--- src/rtl/learn_costs_param_if.sv ---
// Memory bus between the neighbor-table updater and a single-port,
// synchronous-read memory.
//   address     : word address, owned by the master
//   wr_en       : write strobe, owned by the master
//   mem_wr_data : write data, owned by the master
//   mem_rd_data : read data, valid one edge after the address was sampled
interface learn_costs_param_if #(
    parameter int unsigned WORD_WIDTH = 16,
    parameter int unsigned ADDR_WIDTH = 11
);
    logic [ADDR_WIDTH-1:0] address;
    logic                  wr_en;
    logic [WORD_WIDTH-1:0] mem_wr_data;
    logic [WORD_WIDTH-1:0] mem_rd_data;

    modport master (
        output address,
        output wr_en,
        output mem_wr_data,
        input  mem_rd_data
    );

    modport slave (
        input  address,
        input  wr_en,
        input  mem_wr_data,
        output mem_rd_data
    );
endinterface

--- src/rtl/learn_costs_param.sv ---
// Neighbor cost table updater. Looks up fsourceID in a table held in
// external memory and either refreshes the matching entry (overwrite or
// learned average) or appends a new entry and bumps the entry count.
//   clock, nrst        : rising-edge clock, asynchronous active-low reset
//   en, mode           : start request (IDLE only), 0 overwrite / 1 average
//   fsourceID..initial_epsilon : neighbor update fields, latched on start
//   mem                : memory bus (master side)
//   busy, done         : operation in progress, one-cycle completion pulse
//   hit, full_err      : result flags, valid with done, held until next start
//   entry_idx          : hit or inserted entry index, 0 on full_err
module learn_costs_param #(
    parameter int unsigned WORD_WIDTH    = 16,
    parameter int unsigned ADDR_WIDTH    = 11,
    parameter int unsigned MAX_NEIGHBORS = 32,
    parameter int unsigned BASE_ADDR     = 0,
    parameter int unsigned ALPHA_SHIFT   = 2
) (
    input  logic                  clock,
    input  logic                  nrst,
    input  logic                  en,
    input  logic                  mode,
    input  logic [WORD_WIDTH-1:0] fsourceID,
    input  logic [WORD_WIDTH-1:0] fbatteryStat,
    input  logic [WORD_WIDTH-1:0] fValue,
    input  logic [WORD_WIDTH-1:0] fclusterID,
    input  logic [WORD_WIDTH-1:0] initial_epsilon,
    learn_costs_param_if.master   mem,
    output logic                  busy,
    output logic                  done,
    output logic                  hit,
    output logic                  full_err,
    output logic [ADDR_WIDTH-1:0] entry_idx
);

    localparam int unsigned IDX_W  = $clog2(MAX_NEIGHBORS + 1);
    localparam int unsigned STEP_W = 2;
    localparam int unsigned K_W    = 3;

    typedef enum logic [2:0] {
        IDLE,
        RD_CNT,
        RD_ID,
        CMP,
        RD_VAL,
        WR_ENTRY,
        WR_CNT,
        FINISH
    } state_t;

    state_t                state_q, state_d;
    logic [STEP_W-1:0]     step_q, step_d;
    logic [IDX_W-1:0]      idx_q, idx_d;
    logic [IDX_W-1:0]      cnt_q, cnt_d;
    logic [K_W-1:0]        k_q, k_d;
    logic                  mode_q, mode_d;
    logic [WORD_WIDTH-1:0] id_q, id_d;
    logic [WORD_WIDTH-1:0] bat_q, bat_d;
    logic [WORD_WIDTH-1:0] val_q, val_d;
    logic [WORD_WIDTH-1:0] clu_q, clu_d;
    logic [WORD_WIDTH-1:0] eps_q, eps_d;
    logic [WORD_WIDTH-1:0] old_eps_q, old_eps_d;
    logic [WORD_WIDTH-1:0] old_val_q, old_val_d;
    logic [ADDR_WIDTH-1:0] addr_q, addr_d;
    logic                  wr_en_q, wr_en_d;
    logic [WORD_WIDTH-1:0] wdata_q, wdata_d;
    logic                  busy_q, busy_d;
    logic                  done_q, done_d;
    logic                  hit_q, hit_d;
    logic                  full_q, full_d;
    logic [ADDR_WIDTH-1:0] eidx_q, eidx_d;

    logic signed [WORD_WIDTH:0] diff_c;
    logic signed [WORD_WIDTH:0] delta_c;
    logic [WORD_WIDTH-1:0]      avg_c;
    logic [WORD_WIDTH-1:0]      eps_dec_c;
    logic [WORD_WIDTH-1:0]      words_c [5];
    logic [IDX_W-1:0]           cnt_rd_c;
    logic                       miss_go;
    logic [IDX_W-1:0]           miss_cnt;

    // Address of word k of entry i.
    function automatic logic [ADDR_WIDTH-1:0] entry_addr(input logic [IDX_W-1:0] i,
                                                         input logic [K_W-1:0]   k);
        return ADDR_WIDTH'(BASE_ADDR + 32'd1 + 32'd5 * 32'(i) + 32'(k));
    endfunction

    // Learned average: difference carried in one extra bit so it cannot wrap.
    always_comb begin
        diff_c    = $signed({val_q[WORD_WIDTH-1], val_q})
                  - $signed({old_val_q[WORD_WIDTH-1], old_val_q});
        delta_c   = diff_c >>> ALPHA_SHIFT;
        avg_c     = old_val_q + delta_c[WORD_WIDTH-1:0];
        eps_dec_c = (old_eps_q == '0) ? '0 : old_eps_q - WORD_WIDTH'(1);
    end

    // Word images for the entry being written; hit_q selects update vs insert.
    always_comb begin
        words_c[0] = id_q;
        words_c[1] = bat_q;
        words_c[2] = (hit_q && mode_q) ? avg_c : val_q;
        words_c[3] = clu_q;
        words_c[4] = hit_q ? eps_dec_c : eps_q;
    end

    // Stored count, clamped to table capacity.
    always_comb begin
        if (mem.mem_rd_data > WORD_WIDTH'(MAX_NEIGHBORS)) begin
            cnt_rd_c = IDX_W'(MAX_NEIGHBORS);
        end else begin
            cnt_rd_c = IDX_W'(mem.mem_rd_data);
        end
    end

    // Next-state and next-output logic.
    always_comb begin
        state_d   = state_q;
        step_d    = step_q;
        idx_d     = idx_q;
        cnt_d     = cnt_q;
        k_d       = k_q;
        mode_d    = mode_q;
        id_d      = id_q;
        bat_d     = bat_q;
        val_d     = val_q;
        clu_d     = clu_q;
        eps_d     = eps_q;
        old_eps_d = old_eps_q;
        old_val_d = old_val_q;
        addr_d    = addr_q;
        wr_en_d   = 1'b0;
        wdata_d   = wdata_q;
        busy_d    = busy_q;
        done_d    = 1'b0;
        hit_d     = hit_q;
        full_d    = full_q;
        eidx_d    = eidx_q;
        miss_go   = 1'b0;
        miss_cnt  = cnt_q;

        case (state_q)
            IDLE: begin
                if (en) begin
                    mode_d  = mode;
                    id_d    = fsourceID;
                    bat_d   = fbatteryStat;
                    val_d   = fValue;
                    clu_d   = fclusterID;
                    eps_d   = initial_epsilon;
                    busy_d  = 1'b1;
                    hit_d   = 1'b0;
                    full_d  = 1'b0;
                    eidx_d  = '0;
                    addr_d  = ADDR_WIDTH'(BASE_ADDR);
                    step_d  = '0;
                    state_d = RD_CNT;
                end
            end

            // Step 0 waits out the read latency, step 1 consumes the count.
            RD_CNT: begin
                if (step_q == '0) begin
                    step_d = STEP_W'(1);
                end else begin
                    cnt_d = cnt_rd_c;
                    idx_d = '0;
                    if (cnt_rd_c == '0) begin
                        miss_go  = 1'b1;
                        miss_cnt = cnt_rd_c;
                    end else begin
                        addr_d  = entry_addr(IDX_W'(0), K_W'(0));
                        state_d = RD_ID;
                    end
                end
            end

            RD_ID: begin
                state_d = CMP;
            end

            CMP: begin
                if (mem.mem_rd_data == id_q) begin
                    hit_d   = 1'b1;
                    eidx_d  = ADDR_WIDTH'(idx_q);
                    addr_d  = entry_addr(idx_q, K_W'(4));
                    step_d  = '0;
                    state_d = RD_VAL;
                end else if (idx_q + IDX_W'(1) == cnt_q) begin
                    miss_go  = 1'b1;
                    miss_cnt = cnt_q;
                end else begin
                    idx_d   = idx_q + IDX_W'(1);
                    addr_d  = entry_addr(idx_q + IDX_W'(1), K_W'(0));
                    state_d = RD_ID;
                end
            end

            // Pipelined reads: epsilon address first, value address next.
            RD_VAL: begin
                case (step_q)
                    2'd0: begin
                        addr_d = entry_addr(idx_q, K_W'(2));
                        step_d = STEP_W'(1);
                    end
                    2'd1: begin
                        old_eps_d = mem.mem_rd_data;
                        step_d    = STEP_W'(2);
                    end
                    default: begin
                        old_val_d = mem.mem_rd_data;
                        wr_en_d   = 1'b1;
                        k_d       = K_W'(1);
                        addr_d    = entry_addr(idx_q, K_W'(1));
                        wdata_d   = bat_q;
                        state_d   = WR_ENTRY;
                    end
                endcase
            end

            // One word per cycle; the count is only touched after word 4.
            WR_ENTRY: begin
                if (k_q == K_W'(4)) begin
                    if (hit_q) begin
                        done_d  = 1'b1;
                        busy_d  = 1'b0;
                        state_d = FINISH;
                    end else begin
                        wr_en_d = 1'b1;
                        addr_d  = ADDR_WIDTH'(BASE_ADDR);
                        wdata_d = WORD_WIDTH'(cnt_q) + WORD_WIDTH'(1);
                        state_d = WR_CNT;
                    end
                end else begin
                    wr_en_d = 1'b1;
                    k_d     = k_q + K_W'(1);
                    addr_d  = entry_addr(idx_q, k_q + K_W'(1));
                    wdata_d = words_c[k_q + K_W'(1)];
                end
            end

            WR_CNT: begin
                done_d  = 1'b1;
                busy_d  = 1'b0;
                state_d = FINISH;
            end

            FINISH: begin
                state_d = IDLE;
            end

            default: begin
                state_d = IDLE;
            end
        endcase

        // Shared miss handling: table full or start an insert at index count.
        if (miss_go) begin
            if (miss_cnt == IDX_W'(MAX_NEIGHBORS)) begin
                full_d  = 1'b1;
                eidx_d  = '0;
                done_d  = 1'b1;
                busy_d  = 1'b0;
                state_d = FINISH;
            end else begin
                idx_d   = miss_cnt;
                eidx_d  = ADDR_WIDTH'(miss_cnt);
                k_d     = '0;
                wr_en_d = 1'b1;
                addr_d  = entry_addr(miss_cnt, K_W'(0));
                wdata_d = id_q;
                state_d = WR_ENTRY;
            end
        end
    end

    // State and output registers.
    always_ff @(posedge clock or negedge nrst) begin
        if (!nrst) begin
            state_q   <= IDLE;
            step_q    <= '0;
            idx_q     <= '0;
            cnt_q     <= '0;
            k_q       <= '0;
            mode_q    <= 1'b0;
            id_q      <= '0;
            bat_q     <= '0;
            val_q     <= '0;
            clu_q     <= '0;
            eps_q     <= '0;
            old_eps_q <= '0;
            old_val_q <= '0;
            addr_q    <= '0;
            wr_en_q   <= 1'b0;
            wdata_q   <= '0;
            busy_q    <= 1'b0;
            done_q    <= 1'b0;
            hit_q     <= 1'b0;
            full_q    <= 1'b0;
            eidx_q    <= '0;
        end else begin
            state_q   <= state_d;
            step_q    <= step_d;
            idx_q     <= idx_d;
            cnt_q     <= cnt_d;
            k_q       <= k_d;
            mode_q    <= mode_d;
            id_q      <= id_d;
            bat_q     <= bat_d;
            val_q     <= val_d;
            clu_q     <= clu_d;
            eps_q     <= eps_d;
            old_eps_q <= old_eps_d;
            old_val_q <= old_val_d;
            addr_q    <= addr_d;
            wr_en_q   <= wr_en_d;
            wdata_q   <= wdata_d;
            busy_q    <= busy_d;
            done_q    <= done_d;
            hit_q     <= hit_d;
            full_q    <= full_d;
            eidx_q    <= eidx_d;
        end
    end

    assign mem.address     = addr_q;
    assign mem.wr_en       = wr_en_q;
    assign mem.mem_wr_data = wdata_q;
    assign busy            = busy_q;
    assign done            = done_q;
    assign hit             = hit_q;
    assign full_err        = full_q;
    assign entry_idx       = eidx_q;

endmodule

--- src/flat_wrapper.sv ---
// flat-port wrapper written by rule: the top's interface ports become plain ports
module learn_costs_param_flat 
#(
    parameter int unsigned WORD_WIDTH    = 16,
    parameter int unsigned ADDR_WIDTH    = 11,
    parameter int unsigned MAX_NEIGHBORS = 32,
    parameter int unsigned BASE_ADDR     = 0,
    parameter int unsigned ALPHA_SHIFT   = 2
)
  (clock, nrst, en, mode, fsourceID, fbatteryStat, fValue, fclusterID, initial_epsilon, busy, done, hit, full_err, entry_idx, mem_address, mem_wr_en, mem_mem_wr_data, mem_mem_rd_data);
  learn_costs_param_if #(.WORD_WIDTH(WORD_WIDTH), .ADDR_WIDTH(ADDR_WIDTH)) mem_i ();
  input  logic clock;
  input  logic nrst;
  input  logic en;
  input  logic mode;
  input  logic [WORD_WIDTH-1:0] fsourceID;
  input  logic [WORD_WIDTH-1:0] fbatteryStat;
  input  logic [WORD_WIDTH-1:0] fValue;
  input  logic [WORD_WIDTH-1:0] fclusterID;
  input  logic [WORD_WIDTH-1:0] initial_epsilon;
  output logic busy;
  output logic done;
  output logic hit;
  output logic full_err;
  output logic [ADDR_WIDTH-1:0] entry_idx;
  output wire logic [$bits(mem_i.address)-1:0] mem_address;
  output wire logic [$bits(mem_i.wr_en)-1:0] mem_wr_en;
  output wire logic [$bits(mem_i.mem_wr_data)-1:0] mem_mem_wr_data;
  input wire logic [$bits(mem_i.mem_rd_data)-1:0] mem_mem_rd_data;
  assign mem_address = mem_i.address;
  assign mem_wr_en = mem_i.wr_en;
  assign mem_mem_wr_data = mem_i.mem_wr_data;
  assign mem_i.mem_rd_data = mem_mem_rd_data;
  learn_costs_param #(.WORD_WIDTH(WORD_WIDTH), .ADDR_WIDTH(ADDR_WIDTH), .MAX_NEIGHBORS(MAX_NEIGHBORS), .BASE_ADDR(BASE_ADDR), .ALPHA_SHIFT(ALPHA_SHIFT)) u_core (.clock(clock), .nrst(nrst), .en(en), .mode(mode), .fsourceID(fsourceID), .fbatteryStat(fbatteryStat), .fValue(fValue), .fclusterID(fclusterID), .initial_epsilon(initial_epsilon), .mem(mem_i), .busy(busy), .done(done), .hit(hit), .full_err(full_err), .entry_idx(entry_idx));
endmodule
--- config.mk ---
export PLATFORM = sky130hd
export DESIGN_NAME = learn_costs_param_flat
export DESIGN_NICKNAME = d
export VERILOG_FILES = /design/src/rtl/learn_costs_param_if.sv /design/src/rtl/learn_costs_param.sv /design/src/flat_wrapper.sv
export SDC_FILE = /design/constraint.sdc
export NUM_CORES = 1
export LEC_CHECK = 0
export CORE_ASPECT_RATIO = 0.6
export CORE_UTILIZATION = 45
export CTS_CLUSTER_SIZE = 8
export DETAILED_ROUTE_END_ITERATION = 10
export HOLD_SLACK_MARGIN = 0.02
export PLACE_DENSITY = 0.67
export SYNTH_ARGS = -nofsm -noshare
export SYNTH_HDL_FRONTEND = slang
export SYNTH_SLANG_ARGS = --single-unit
--- constraint.sdc ---
create_clock -name clock -period 11 [get_ports clock]
set_input_delay 2.2 -clock clock [delete_from_list [all_inputs] [get_ports clock]]
set_output_delay 2.2 -clock clock [all_outputs]
set_load 0.005 [all_outputs]
==> impl_metrics.toml, run 1 <==
[setup_path]
crit_fanout = 10
critPathKind = "in2reg"
rr_endpoint = "u_core.mem.mem_wr_data[15]"
worstPathArrival_ns = 6.26
cp-end-kind = "register"
reg2reg_depth = 18
required_ns = 11.28
r2r_start = "u_core.old_val_q[2]"
start_kind = "primary input"
crit_start = "mem_mem_rd_data[6]"
reg2reg_slack_ns = 6.28

[detailed_routing]
routed_via_density = 6.23
dr_total_vias = 11000
first_pass_iters = 6
drtAntennaViolNets = 0
drc = 0
drt_first_iter_violations = 1650
wirelength_um = 43400
routedWlPerCell_um = 24.7

[floorplan]
initial_core_util = 0.465
rows = 45
die_h_um = 128
die_width_um = 212
dieArea_um2 = 27200
coreArea_um2 = 25700
ios = 143

[power_and_ir_drop]
p_per_area_nw_per_um2 = 260
fin_total_pwr_uw = 3690
peakVddDrop_mv = 0.104
power_leakage_uw = 0.00593

[placement]
dp_hpwl_um = 32700
gp_congestion = 0.972
port_buffers = 137

[timing]
tns_ns = 0
finalHoldViolCount = 0
post-route-period-util = 0.543
min_period_ns = 5.97
setup_viol = 0
skew_ns = 0.0165
relSlewSlack = 0.198
tightest_slew_ns = 1.20
max_freq_mhz = 167
rsz0062_at_grt = "no"
drv_slew = 0

[clocking]
cts.repair.resized = 0
cts_sinks = 171
postCtsHoldBufs = 0
cts_tree = "built"
cts_buffers = 17
cts-root-buf = "clkbuf_16"
cts_max_level = 4
cts_buffer_depth = 2
clk_latency_ns = 0.46
post_cts_buffers = 0
cts.clk_slew.worst_paths_ns = 0.07

[run_status]
status = "complete, no violations"

[finish]
multi_input_area_um2 = 7180
final_common_cell = "dfrtp_1"
syn_to_final_growth_pct = 18.6
nFillCells = 2384
layout.nets = 1570
drive_above_1_share = 0.128
most-common-layout-cells = "dfrtp_1, clkdlybuf4s50_1, nand2_1"
area.sequential_um2 = 4280
n_antenna_cell = 0

[yosys]
synthTopCellsByArea = "dfrtp_1, mux2_2, ha_1"
netlist-cell-type-count = 92
ys_async_sr_fraction = 1.00
yosys.area.top_type = "dfrtp_1"
synth_top_area_share = 0.358
synth-edff-count = 0
ys.flop_type = "dfrtp_1"
syn_area_um2 = 11900
yosysSeqAreaShare = 0.358
yosys_warnings = 0
syn_area_per_cell_um2 = 9.29
ys_seq_elements = 171
postSynthCellCount = 1285

[hold_path]
worstHoldStart = "u_core.mem.address[9]"
hold_depth = 2
hp-class = "reg2reg"
hold_end = "u_core.mem.address[9]"

[global_route]
antenna_found_initial = 0
grt_max_degree = 74
track_usage = 0.327
overflow = 0
grt_pass1_vias = 10200
grt_pass1_wl_um = 65000

[job]
drv_cap = 0
## state kept, by name, summed over array words and instances (netlist names), 2 cells and up
| name | count |
|---|---|
| u_core.bat_q | 16 |
| u_core.clu_q | 16 |
| u_core.eps_q | 16 |
| u_core.id_q | 16 |
| u_core.mem.mem_wr_data | 16 |
| u_core.old_eps_q | 16 |
| u_core.old_val_q | 16 |
| u_core.val_q | 16 |
| u_core.mem.address | 11 |
| u_core.cnt_q | 6 |
| u_core.entry_idx | 6 |
| u_core.idx_q | 6 |
| u_core.k_q | 3 |
| u_core.state_q | 3 |
| u_core.step_q | 2 |
## where the power goes
part / switching, uW / internal, uW
registers: 258 / 828
clock network: 272 / 323
logic: 1140 / 867
total: 1670 / 2020
## critical path: stages
cell and delay, ns:
clkdlybuf4s50_1 0.51, or4_1 0.60, nor4_2 0.51, nand3_2 0.30, nand2_1 0.25, inv_1 0.11, ha_1 0.30, ha_1 0.34
a21o_1 0.17, a21oi_1 0.22, nor2b_1 0.07, o21ai_0 0.14, nand2_1 0.08, xnor2_1 0.34, a32oi_1 0.10
## per-stage QoR
step           instance area [um2]  cells  hold slack, ns  worst slack, ns  utilization
3_5_place_dp                 13600   1729           0.492             4.66        0.530
2_1_floorplan                12000   1289           0.473             5.91            -
6_report                     14200   1760           0.501             5.03        0.552
4_1_cts                      14200   1760           0.505             5.14        0.552
3_3_place_gp                 13600   1729           0.478             4.76        0.530
5_1_grt                      14200   1760           0.518             4.87        0.552
## routing by layer
layer | up-vias | wire, um | GRT usage
met5 | - | 72 | 0.0200
met4 | 2 | 671 | 0.0783
met3 | 62 | 5990 | 0.125
met2 | 705 | 15400 | 0.390
met1 | 5297 | 21200 | 0.522
li1 | 4907 | - | -
## cell usage after synthesis (all sizes together), types with 14 or more instances
cell type,count
a21o,14
a21oi,93
a221oi,15
a31oi,23
buf,22
clkbuf,43
dfrtp,171
ha,72
inv,55
mux2,97
nand2,129
nand3,38
nor2,85
nor2b,14
nor3,19
o211ai,17
o21ai,81
o22ai,16
xnor2,38
xor2,52
## cell type report
type                            instances  area share
Multi-Input combinational cell        996       0.507
Sequential cell                       171       0.302
Timing Repair Buffer                  153       0.105
Clock buffer                           22      0.0328
Tap cell                              352      0.0311
Inverter                               57      0.0151
Clock inverter                          9     0.00654
## cell families after synthesis
logic type / count (synthesis) / synth area share
buffers and inverters: 122 / 0.0421
muxes: 109 / 0.110
AOI/OAI and AO/OA: 352 / 0.193
DFF: 171 / 0.358
other: 1 / 0.000314
and+or+nand+nor: 364 / 0.147
adders and majority gates: 74 / 0.0788
xor gates and xnor gates: 92 / 0.0705
## how the worst max path moves through the flow
stage,to,cells past startpoint
finish,u_core.mem.address[7],15
global route,u_core.mem.address[7],15
CTS,u_core.mem.address[7],15
detailed placement,u_core.mem.address[7],15
global placement,u_core.mem.address[7],15
floorplan,u_core.mem.address[6],13
Note: power is estimated with default switching activity, not from simulation.
==> run 2: changes to the inputs <==
--- a/config.mk
+++ b/config.mk
@@ -10,7 +10,7 @@
 export CTS_CLUSTER_SIZE = 8
 export DETAILED_ROUTE_END_ITERATION = 10
 export HOLD_SLACK_MARGIN = 0.02
-export PLACE_DENSITY = 0.67
+export PLACE_DENSITY = 0.69
 export SYNTH_ARGS = -nofsm -noshare
 export SYNTH_HDL_FRONTEND = slang
 export SYNTH_SLANG_ARGS = --single-unit
==> constraint.sdc (replaced) <==
create_clock -name clock -period 5.35 [get_ports clock]
set_input_delay 1.07 -clock clock [delete_from_list [all_inputs] [get_ports clock]]
set_output_delay 1.07 -clock clock [all_outputs]
set_load 0.005 [all_outputs]
==> impl_metrics.toml, run 2 (synthesis results as in run 1) <==
[run_status]
status = "complete, no violations"

[setup_path]
reg2reg_depth = 18
critPathKind = "reg2reg"
cp-end-kind = "register"
worstPathArrival_ns = 4.99
crit_start = "u_core.old_val_q[2]"
cpMaxStageDelayCell = "a21oi_1"
r2r_start = "u_core.old_val_q[2]"
endpoint = "u_core.mem.mem_wr_data[15]"
start_kind = "register"
rr_endpoint = "u_core.mem.mem_wr_data[15]"
crit_path_cell_trace = "inv_1 > ha_1 > a21o_1 > a31oi_1 > o21ai_0 > a21oi_1 > o21bai_1 > a21o_1 > xor2_1 > ha_1 > or3_1 > nand2b_1 > a211oi_1 > nor2_1 > xnor2_1 > xor2_1 > nor3_1 > o22ai_1"
crit_fanout = 5
reg2reg_slack_ns = 0.68
cpPeakStageDelay_ns = 0.53
required_ns = 5.66

[clocking]
cts_buffer_depth = 2
postCtsHoldBufs = 0
cts_max_level = 4
cts.clk_slew.worst_paths_ns = 0.06
cts_tree = "built"
cts_buffers = 17
post_cts_buffers = 0
clk_latency_ns = 0.45
cts-root-buf = "clkbuf_16"
cts.repair.resized = 0
cts_sinks = 171

[detailed_routing]
routedWlPerCell_um = 24.3
drt_first_iter_violations = 1405
drtAntennaViolNets = 0
routed_via_density = 6.26
wirelength_um = 43000
dr_total_vias = 11100
drc = 0
first_pass_iters = 6

[finish]
syn_to_final_growth_pct = 19.6
layout.nets = 1583
drive_above_1_share = 0.135
final_common_cell = "dfrtp_1"
nFillCells = 2262
most-common-layout-cells = "dfrtp_1, clkdlybuf4s50_1, nand2_1"
n_antenna_cell = 0
utilization = 0.556

[power_and_ir_drop]
p_int_uw = 4200
peakVddDrop_mv = 0.257
p_per_area_nw_per_um2 = 530
p_seq_frac = 0.295
p_clk_frac = 0.159
swShare = 0.446
power_leakage_uw = 0.00600
comb_power_share = 0.545
p_sw_uw = 3380

[hold_path]
hp-class = "reg2reg"
worstHoldStart = "u_core.mem.address[9]"
hold_depth = 2

[timing]
tightest_slew_ns = 1.11
drv_slew = 0
min_period_ns = 4.67
tns_ns = 0
max_freq_mhz = 214
rsz0062_at_grt = "no"
finalHoldViolCount = 0
relSlewSlack = 0.255
setup_viol = 0
post-route-period-util = 0.873
skew_ns = 0.00988

[job]
drv_cap = 0

[placement]
port_buffers = 137
dp_hpwl_um = 33100
gp_congestion = 1.00

[floorplan]
ios = 143
dieArea_um2 = 27200
rows = 45
die_h_um = 128
initial_core_util = 0.465
die_width_um = 212
coreArea_um2 = 25700

[global_route]
track_usage = 0.326
grt_pass1_wl_um = 65300
grt_pass1_vias = 10300
antenna_found_initial = 2
overflow = 0
grt_max_degree = 80
-- run 2: power by group through the flow --
stage | Combinational [uW] | Clock, uW | Sequential [uW]
4_1_cts | 4010 | 1220 | 2210
2_1_floorplan | 2890 | 0 | 1970
6_report | 4130 | 1210 | 2240
5_1_grt | 4500 | 1270 | 2270
3_3_place_gp | 3950 | 0 | 2210
3_5_place_dp | 3980 | 0 | 2220
-- run 2: layout make-up --
class | count | area [um2] | share of cell area
clock buffer | 23 | 488 | 0.0342
clock inverter | 5 | 62.6 | 0.00438
inverter | 57 | 214 | 0.0150
multi-input combinational | 996 | 7180 | 0.503
sequential | 171 | 4280 | 0.300
tap | 352 | 440 | 0.0308
timing repair buffer | 166 | 1620 | 0.113
-- run 2: layer usage --
metal | vias to the layer above | track usage | share of wire
met5 | - | 0 | 0.0020
met4 | 6 | 0.0711 | 0.015
met3 | 73 | 0.134 | 0.16
met2 | 732 | 0.391 | 0.36
met1 | 5353 | 0.518 | 0.47
li1 | 4914 | - | -
-- run 2: stage by stage --
| stage | instance area, um2 | power [uW] | std cells | worst slack (ns) | hold slack (ns) |
|---|---|---|---|---|---|
| final | 14300 | 7580 | 1770 | 0.677 | 0.494 |
| after global routing | 14300 | 8040 | 1770 | 0.469 | 0.522 |
| after CTS | 14300 | 7430 | 1770 | 0.831 | 0.498 |
| after detailed placement | 13700 | 6210 | 1742 | 0.382 | 0.488 |
| after global placement | 13700 | 6160 | 1742 | 0.466 | 0.482 |
| after floorplan | 12000 | 4850 | 1289 | 1.39 | 0.473 |
-- run 2: worst min-delay path by stage --
| stage | to | slack [ns] |
|---|---|---|
| 2_1_floorplan | u_core.old_val_q[0] | 0.47 |
| 3_3_place_gp | u_core.mem.address[10] | 0.48 |
| 3_5_place_dp | u_core.mem.address[9] | 0.49 |
| 4_1_cts | u_core.mem.address[9] | 0.50 |
| 5_1_grt | u_core.clu_q[2] | 0.52 |
| 6_report | u_core.mem.address[9] | 0.49 |
-- run 2: critical path, delay by kind of cell (launching register included) --
family                     cells  cell delay, ns
adders and majority gates      2            0.61
buffers and inverters          1            0.08
xor gates and xnor gates       3            0.45
and+or+nand+nor                4            1.01
DFF                            1            0.37
AOI/OAI and AO/OA              8            2.02
